--- config.mk ---
export PLATFORM = sky130hd
export DESIGN_NAME = pipe_stage_skid
export DESIGN_NICKNAME = d
export VERILOG_FILES = /design/src/rtl/pipe_pkg.sv /design/src/rtl/pipe_stage_skid.sv
export SDC_FILE = /design/constraint.sdc
export NUM_CORES = 1
export LEC_CHECK = 0
export CORE_MARGIN = 4
export CORE_UTILIZATION = 45
export DETAILED_ROUTE_END_ITERATION = 8
export PLACE_DENSITY = 0.76
export SKIP_LAST_GASP = 1
export SLEW_MARGIN = 40
export SYNTH_ARGS = -nofsm -noshare
export SYNTH_HDL_FRONTEND = slang
export SYNTH_SLANG_ARGS = --single-unit
--- constraint.sdc ---
create_clock -name clk -period 40.1 [get_ports clk]
set_input_delay 10.025 -clock clk [delete_from_list [all_inputs] [get_ports clk]]
set_output_delay 10.025 -clock clk [all_outputs]
set_load 0.01 [all_outputs]
--- src/rtl/pipe_pkg.sv ---
// Shared definitions for the elastic pipeline stages: occupancy states,
// default ID/EX widths and control-field bit positions.
package pipe_pkg;

    typedef enum logic [1:0] {
        EMPTY = 2'd0,
        ONE   = 2'd1,
        TWO   = 2'd2
    } state_t;

    localparam int ID_EX_CTRL_W = 14;
    localparam int ID_EX_DATA_W = 175;

    // ID/EX control field layout, LSB first
    localparam int CTRL_REG_WRITE_BIT  = 0;
    localparam int CTRL_MEM_WRITE_BIT  = 1;
    localparam int CTRL_ALU_CTRL_LSB   = 2;
    localparam int CTRL_ALU_CTRL_W     = 5;
    localparam int CTRL_BRANCH_BIT     = 7;
    localparam int CTRL_JUMP_BIT       = 8;
    localparam int CTRL_ALU_SRC_BIT    = 9;
    localparam int CTRL_RESULT_SRC_LSB = 10;
    localparam int CTRL_RESULT_SRC_W   = 3;
    localparam int CTRL_LUI_BIT        = 13;

endpackage

--- src/rtl/pipe_stage_skid.sv ---
// Elastic valid/ready pipeline stage with flush and an optional two-entry
// skid buffer that keeps in_ready registered without losing throughput.
module pipe_stage_skid
    import pipe_pkg::*;
#(
    parameter int CTRL_W = ID_EX_CTRL_W,
    parameter int DATA_W = ID_EX_DATA_W,
    parameter bit SKID   = 1'b1
) (
    input  logic              clk,
    input  logic              rst,
    input  logic              flush,
    input  logic              in_valid,
    output logic              in_ready,
    input  logic [CTRL_W-1:0] in_ctrl,
    input  logic [DATA_W-1:0] in_data,
    output logic              out_valid,
    input  logic              out_ready,
    output logic [CTRL_W-1:0] out_ctrl,
    output logic [DATA_W-1:0] out_data,
    output logic [1:0]        count
);

    state_t state, state_nxt;

    logic [CTRL_W-1:0] main_ctrl, skid_ctrl;
    logic [DATA_W-1:0] main_data, skid_data;

    logic accept, emit;
    logic load_main_in, load_main_skid, load_skid;

    assign out_valid = (state != EMPTY);
    assign accept    = in_valid & in_ready;
    assign emit      = out_valid & out_ready;

    always_comb begin
        state_nxt      = state;
        load_main_in   = 1'b0;
        load_main_skid = 1'b0;
        load_skid      = 1'b0;
        if (flush) begin
            state_nxt = EMPTY;
        end else begin
            case (state)
                EMPTY: begin
                    if (accept) begin
                        state_nxt    = ONE;
                        load_main_in = 1'b1;
                    end
                end
                ONE: begin
                    if (accept && emit) begin
                        load_main_in = 1'b1;
                    end else if (accept) begin
                        state_nxt = TWO;
                        load_skid = 1'b1;
                    end else if (emit) begin
                        state_nxt = EMPTY;
                    end
                end
                TWO: begin
                    // in_ready is low here, so only the drain can happen
                    if (emit) begin
                        state_nxt      = ONE;
                        load_main_skid = 1'b1;
                    end
                end
                default: state_nxt = EMPTY;
            endcase
        end
    end

    always_ff @(posedge clk) begin
        if (!rst) begin
            state     <= EMPTY;
            main_ctrl <= '0;
            main_data <= '0;
        end else begin
            state <= state_nxt;
            if (load_main_in) begin
                main_ctrl <= in_ctrl;
                main_data <= in_data;
            end else if (load_main_skid) begin
                main_ctrl <= skid_ctrl;
                main_data <= skid_data;
            end
        end
    end

    // Gating here keeps bubbles harmless even when main_ctrl still holds stale bits
    assign out_ctrl = out_valid ? main_ctrl : '0;
    assign out_data = main_data;
    assign count    = state;

    generate
        if (SKID) begin : g_skid
            logic ready_q;

            always_ff @(posedge clk) begin
                if (!rst) begin
                    ready_q <= 1'b1;
                end else begin
                    ready_q <= (state_nxt != TWO);
                end
            end

            always_ff @(posedge clk) begin
                if (load_skid) begin
                    skid_ctrl <= in_ctrl;
                    skid_data <= in_data;
                end
            end

            assign in_ready = ready_q;
        end else begin : g_noskid
            logic unused_skid;

            assign skid_ctrl   = '0;
            assign skid_data   = '0;
            assign in_ready    = !out_valid | out_ready;
            assign unused_skid = load_skid;
        end
    endgenerate

endmodule

### Word-level counts from Yosys, hierarchy flattened

Cells that the tools add are included.
W data, S select, Z words.

* flip-flop bits (word level): 381
* latch bits: 0
* RAM bits: 0
* bits in read-only memories: 0
* output and inout port bits: 193
* memories: 0

* add/subtract/negate cells: 0
* multipliers: 0
* div/mod/pow operators: 0
* order comparisons: 0
* equality and inequality tests: 3
* shifts and indexed selects: 0
* multiplexer cells: 22
* bitwise operators: 2
* reduce and logical (&&, ||, !) cells: 4

Operators with widths (number)
* $mux W175: 2
* $mux W14: 3
* $mux W2: 6
* $mux W1: 9
* $pmux W2 S3: 1
* $reduce_bool A2 Y1: 2
* $and A1 B1 Y1: 2
* $eq A2 B1 Y1 const B: 1
* $eq A2 B2 Y1 const B: 1
* $logic_not A2 Y1: 1
* $ne A2 B2 Y1 const B: 1
* $pmux W1 S2: 1
* $logic_and A1 B1 Y1: 1

### Depth between registers and ports, before layout

* depth after elaboration: 8
* gate-level depth with buffers: 7
* mapped depth without buffers: 4

### Worst setup path before layout

OpenSTA, ideal clock, no wires.

* kind: input port to flip-flop
* from: input out_ready
* to: register skid_ctrl[0] (enable)
* library setup time: 1263 ps
* arrival time: 29541 ps
* path slack: 9297 ps
* stages: 2
* buffers on the path: 0
* cell sequence: nor2b_1 nor4b_1

* word-level cells in the longest chain between the ends: 5

Ends and longest elaborated chain
* start, declared: RTL line pipe_stage_skid.sv:18 `input logic out_ready,`
* $and A1 B1 Y1: RTL line pipe_stage_skid.sv:34 `assign emit = out_valid & out_ready;`
* $logic_and A1 B1 Y1: RTL line pipe_stage_skid.sv:52 `if (accept && emit) begin`
* $mux W1: RTL line pipe_stage_skid.sv:52
* $mux W1: RTL line pipe_stage_skid.sv:44 `case (state)`
* $mux W1: RTL line pipe_stage_skid.sv:41 `if (flush) begin`
* named net load_skid: RTL line pipe_stage_skid.sv:30 `logic load_main_in, load_main_skid, load_skid;`
* end signal, assigned: RTL line pipe_stage_skid.sv:109 `skid_ctrl <= in_ctrl;`
* end, declared: RTL line pipe_stage_skid.sv:26 `logic [CTRL_W-1:0] main_ctrl, skid_ctrl;`

The timed path passes the listed nets, and every way through them passes these cells.
A chain may end at the register's enable or synchronous reset.

### Worst setup path in the final report

* from: input out_ready
* to: register main_data[167], in the netlist out_data[167]

* word-level cells in the longest chain between the ends: 6
* elaborated cells on any way between the ends: 10
* those cells by class: mux: 7; bitwise: 1; reduce/logical: 2

Ends and longest elaborated chain
* $and A1 B1 Y1 (*): RTL line pipe_stage_skid.sv:34
* $logic_and A1 B1 Y1: RTL line pipe_stage_skid.sv:52
* $mux W1: RTL line pipe_stage_skid.sv:52
* $pmux W1 S2: RTL line pipe_stage_skid.sv:44
* $mux W1: RTL line pipe_stage_skid.sv:41
* $mux W175 or $reduce_bool A2 Y1 (tied branches)
* end signal, assigned: RTL line pipe_stage_skid.sv:82 `main_data <= in_data;`
* end signal, assigned: RTL line pipe_stage_skid.sv:85 `main_data <= skid_data;`
* end, declared: RTL line pipe_stage_skid.sv:27 `logic [DATA_W-1:0] main_data, skid_data;`

Mark *: on every way between the ends. The rest lies on a longest branch, timed or not.

==> reports/qor.csv <==
stage;metric;value;unit
worst_setup_path;cell count along the critical path;7;
sta;Final Hold Viols;0;
yosys;most frequent cell after synthesis;nand2_1;
yosys;synthesis-stage register bit count;381;
sta;f_max;80.4;MHz
yosys;ranking of synthesized cells by area;edfxtp_1 41%, dfxtp_1 28%, nand2_1 10%, a31oi_1 8.5%, o21ai_1 4.7%;
yosys;asr flop ratio synth;0;%
yosys;Netlist cell types;24;
sta;Final Skew;0.0210;ns
pwr;Total Power;0.897;mW
yosys;Cell Area, Synth;14000;µm²
worst_setup_path;critical setup path kind;in2reg;
cts;worst skew pair latency;0.52;ns
cts;post-CTS sizing;0;
worst_setup_path;Critical Path Slowest Stage Cell;buf_4;
sta;max-slew violations;0;
worst_setup_path;CP endpoint kind;register;
route;drt wl/cell;19.3;µm
cells_and_area;Filler Cells Inserted;2417;
yosys;synthesized area per cell;10.9;µm²
grt;Tot GR Track Use;21.9;%
yosys;Post-synth EDFFs;189;
floorplan;die height;184;µm
worst_setup_path;slowest stage delay, CP;0.73;ns
worst_setup_path;r2r endpoint;out_data[167];
route;DRC Markers;0;
floorplan;Starting Density;45.6;%
cts;Clock Sinks;381;
grt;Remaining Overflow, GRT;0;
yosys;largest area contributor in the netlist;edfxtp_1;
pwr;Pwr Density;46.7;nW/µm²
cells_and_area;Multi-input gate area;3780;µm²
grt;first-pass GRT wire length;60300;µm
yosys;post-synth top area share;40.6;%
floorplan;I/O Pins;387;
yosys;ys flop type;dfxtp_1;
status;status;completed;
grt;antenna violations before repair;4;
sta;worst-margin pin slew;0.837;ns
worst_setup_path;Worst Setup EP;out_data[167];
cells_and_area;Final Core Density;62.7;%
worst_setup_path;Critical Path Source;out_ready;
place;Port Buffer Count;386;
place;Final GP Congestion;0.798;
yosys;register area share after synthesis;68.2;%
grt;largest net degree at the start of global routing;117;
cts;Hold-fix buffers, CTS;0;
sta;Final min period;12.44;ns
worst_setup_path;CP Data Arrival Time;12.87;ns
floorplan;core area;30600;µm²
floorplan;die area;33900;µm²
worst_setup_path;Worst R2R Start;count[0];
sta;Setup TNS Final;0;ns
cts;CTS tree;built;
worst_setup_path;Buf+Inv Stages, Crit Path;3;
worst_setup_path;CP cell instances;clkdlybuf4s50_1 > nor2b_1 > or4_4 > buf_6 > buf_4 > o21ai_0 > a31oi_1;
cells_and_area;Storage cell area;9520;µm²
sta;RSZ-0062 raised after global routing;no;
cts;Clock Pin Slew Worst Setup and Hold Paths;0.06;ns
route;final WL;39600;µm
route;Vias per Instance;5.51;
route;vias;11300;
sta;period utilization;31.0;%
job;total of max-cap violations;0;
cts;Num CTS Buffers;42;
yosys;cell count after synthesis;1276;
worst_setup_path;R2R depth;6;
worst_setup_path;critical path required time;40.53;ns
worst_hold_path;Hold WC Path Type;reg2reg;
cts;post-CTS setup buffer count;0;
pwr;LEAKAGE;6.33;nW
worst_setup_path;CP max FO;107;
route;Final ANT Viol Nets;0;
cells_and_area;share of layout cells above drive strength 1;5.23;%
cells_and_area;Synth-to-Final Area Change;37.4;%
yosys;Syn. warnings;0;
yosys;Mapped Nets;1470;
cts;H-tree Lvls;2;
worst_setup_path;startpoint types;input pin;
sta;Slew HR;44.2;%
pwr;peak supply drop;0.0532;mV
floorplan;standard-cell rows;64;
route;Iter 0 DRT Violations;918;
cts;CTS Root Cell;clkbuf_16;
worst_setup_path;Worst R2R Setup Slack;37.21;ns
cts;Max Root-Sink Buffers;3;
worst_setup_path;delay-heaviest family, CP;buffers and inverters;
cells_and_area;final net count;1806;
route;Detailed Routing Iterations Pass 1;5;
sta;final setup fails;0;
place;DP HPWL;24600;µm
grt;vias in the first global route;11100;
floorplan;die width;184;µm
yosys;most frequent cells after synthesis;380 x nand2_1, 192 x dfxtp_1, 189 x a31oi_1, 189 x edfxtp_1, 131 x o21ai_1;
-- layout make-up --
class	instances	area share [%]
multi-input cells	786	19.7
repair buffers	399	20.9
clock inverters	21	0.939
clock buffers	56	6.17
inverters	2	0.0391
flip-flops and latches	381	49.6
well taps	396	2.58
diodes	4	0.0522
-- cell families (layout without fill, tap and decap cells) --
group	after synthesis	count (layout)	share of synthesized area, %
compound gates	381	381	15.4
buf+inv	109	478	4.95
flops	381	381	68.2
mux	1	1	0.0717
other cells	0	4	0
simple gates	404	404	11.4
-- worst min-delay path by stage --
stage	startpoint	endpoint	slack, ns	cells past startpoint
2_1_floorplan	main_ctrl[0]	main_ctrl[0]	0.45	2
3_3_place_gp	out_data[119]	out_data[119]	0.46	2
3_5_place_dp	main_ctrl[10]	main_ctrl[10]	0.46	2
4_1_cts	out_data[90]	out_data[90]	0.48	2
5_1_grt	out_data[90]	out_data[90]	0.49	2
6_report	out_data[57]	out_data[57]	0.47	2
-- through the flow --
stage | hold slack [ns] | cell area (µm²) | cells | setup slack [ns]
final | 0.473 | 19200 | 2045 | 27.66
after global routing | 0.490 | 19200 | 2045 | 27.38
after CTS | 0.476 | 19200 | 2040 | 27.24
after detailed placement | 0.462 | 17800 | 1963 | 26.71
after global placement | 0.461 | 17800 | 1963 | 26.61
after floorplan | 0.446 | 14000 | 1276 | 9.30
-- per-layer routing --
metal  track usage, %  up-vias  routed length [µm]
met5                0        -                   0
met4             8.34        0                1610
met3             5.64       96                3280
met2             35.9      477               18900
met1             28.1     5444               15800
li1                 -     5253                   -
-- state kept, by name, indices dropped and copies added, names as in the netlist --
register   cells
out_data     175
skid_data    175
main_ctrl     14
skid_ctrl     14
count          2
in_ready       1
-- worst reg2reg max path, stage by stage (launching register included) --
cell	delay [ns]
dfxtp_1	0.47
nor2b_1	0.28
or4_4	0.31
buf_6	0.59
buf_4	0.76
o21ai_0	0.20
a31oi_1	0.19
-- layout by cell type, fill, tap and decap left out, types with 3 or more instances in the layout --
| cell type | count |
|---|---|
| a31oi_1 | 189 |
| buf_4 | 4 |
| buf_6 | 8 |
| clkbuf_1 | 7 |
| clkbuf_16 | 43 |
| clkbuf_8 | 7 |
| clkdlybuf4s50_1 | 385 |
| clkinv_1 | 3 |
| clkinv_2 | 6 |
| clkinvlp_4 | 7 |
| dfxtp_1 | 192 |
| diode_2 | 4 |
| edfxtp_1 | 189 |
| nand2_1 | 380 |
| nor2b_1 | 15 |
| o21ai_0 | 58 |
| o21ai_1 | 131 |
-- power breakdown --
group          switching [mW]  internal [mW]  total [mW]
clock                   0.154          0.222       0.376
sequential            0.00823          0.424       0.432
combinational          0.0401         0.0488      0.0890
total                   0.203          0.694       0.897
(Power assumes the default switching activity.)
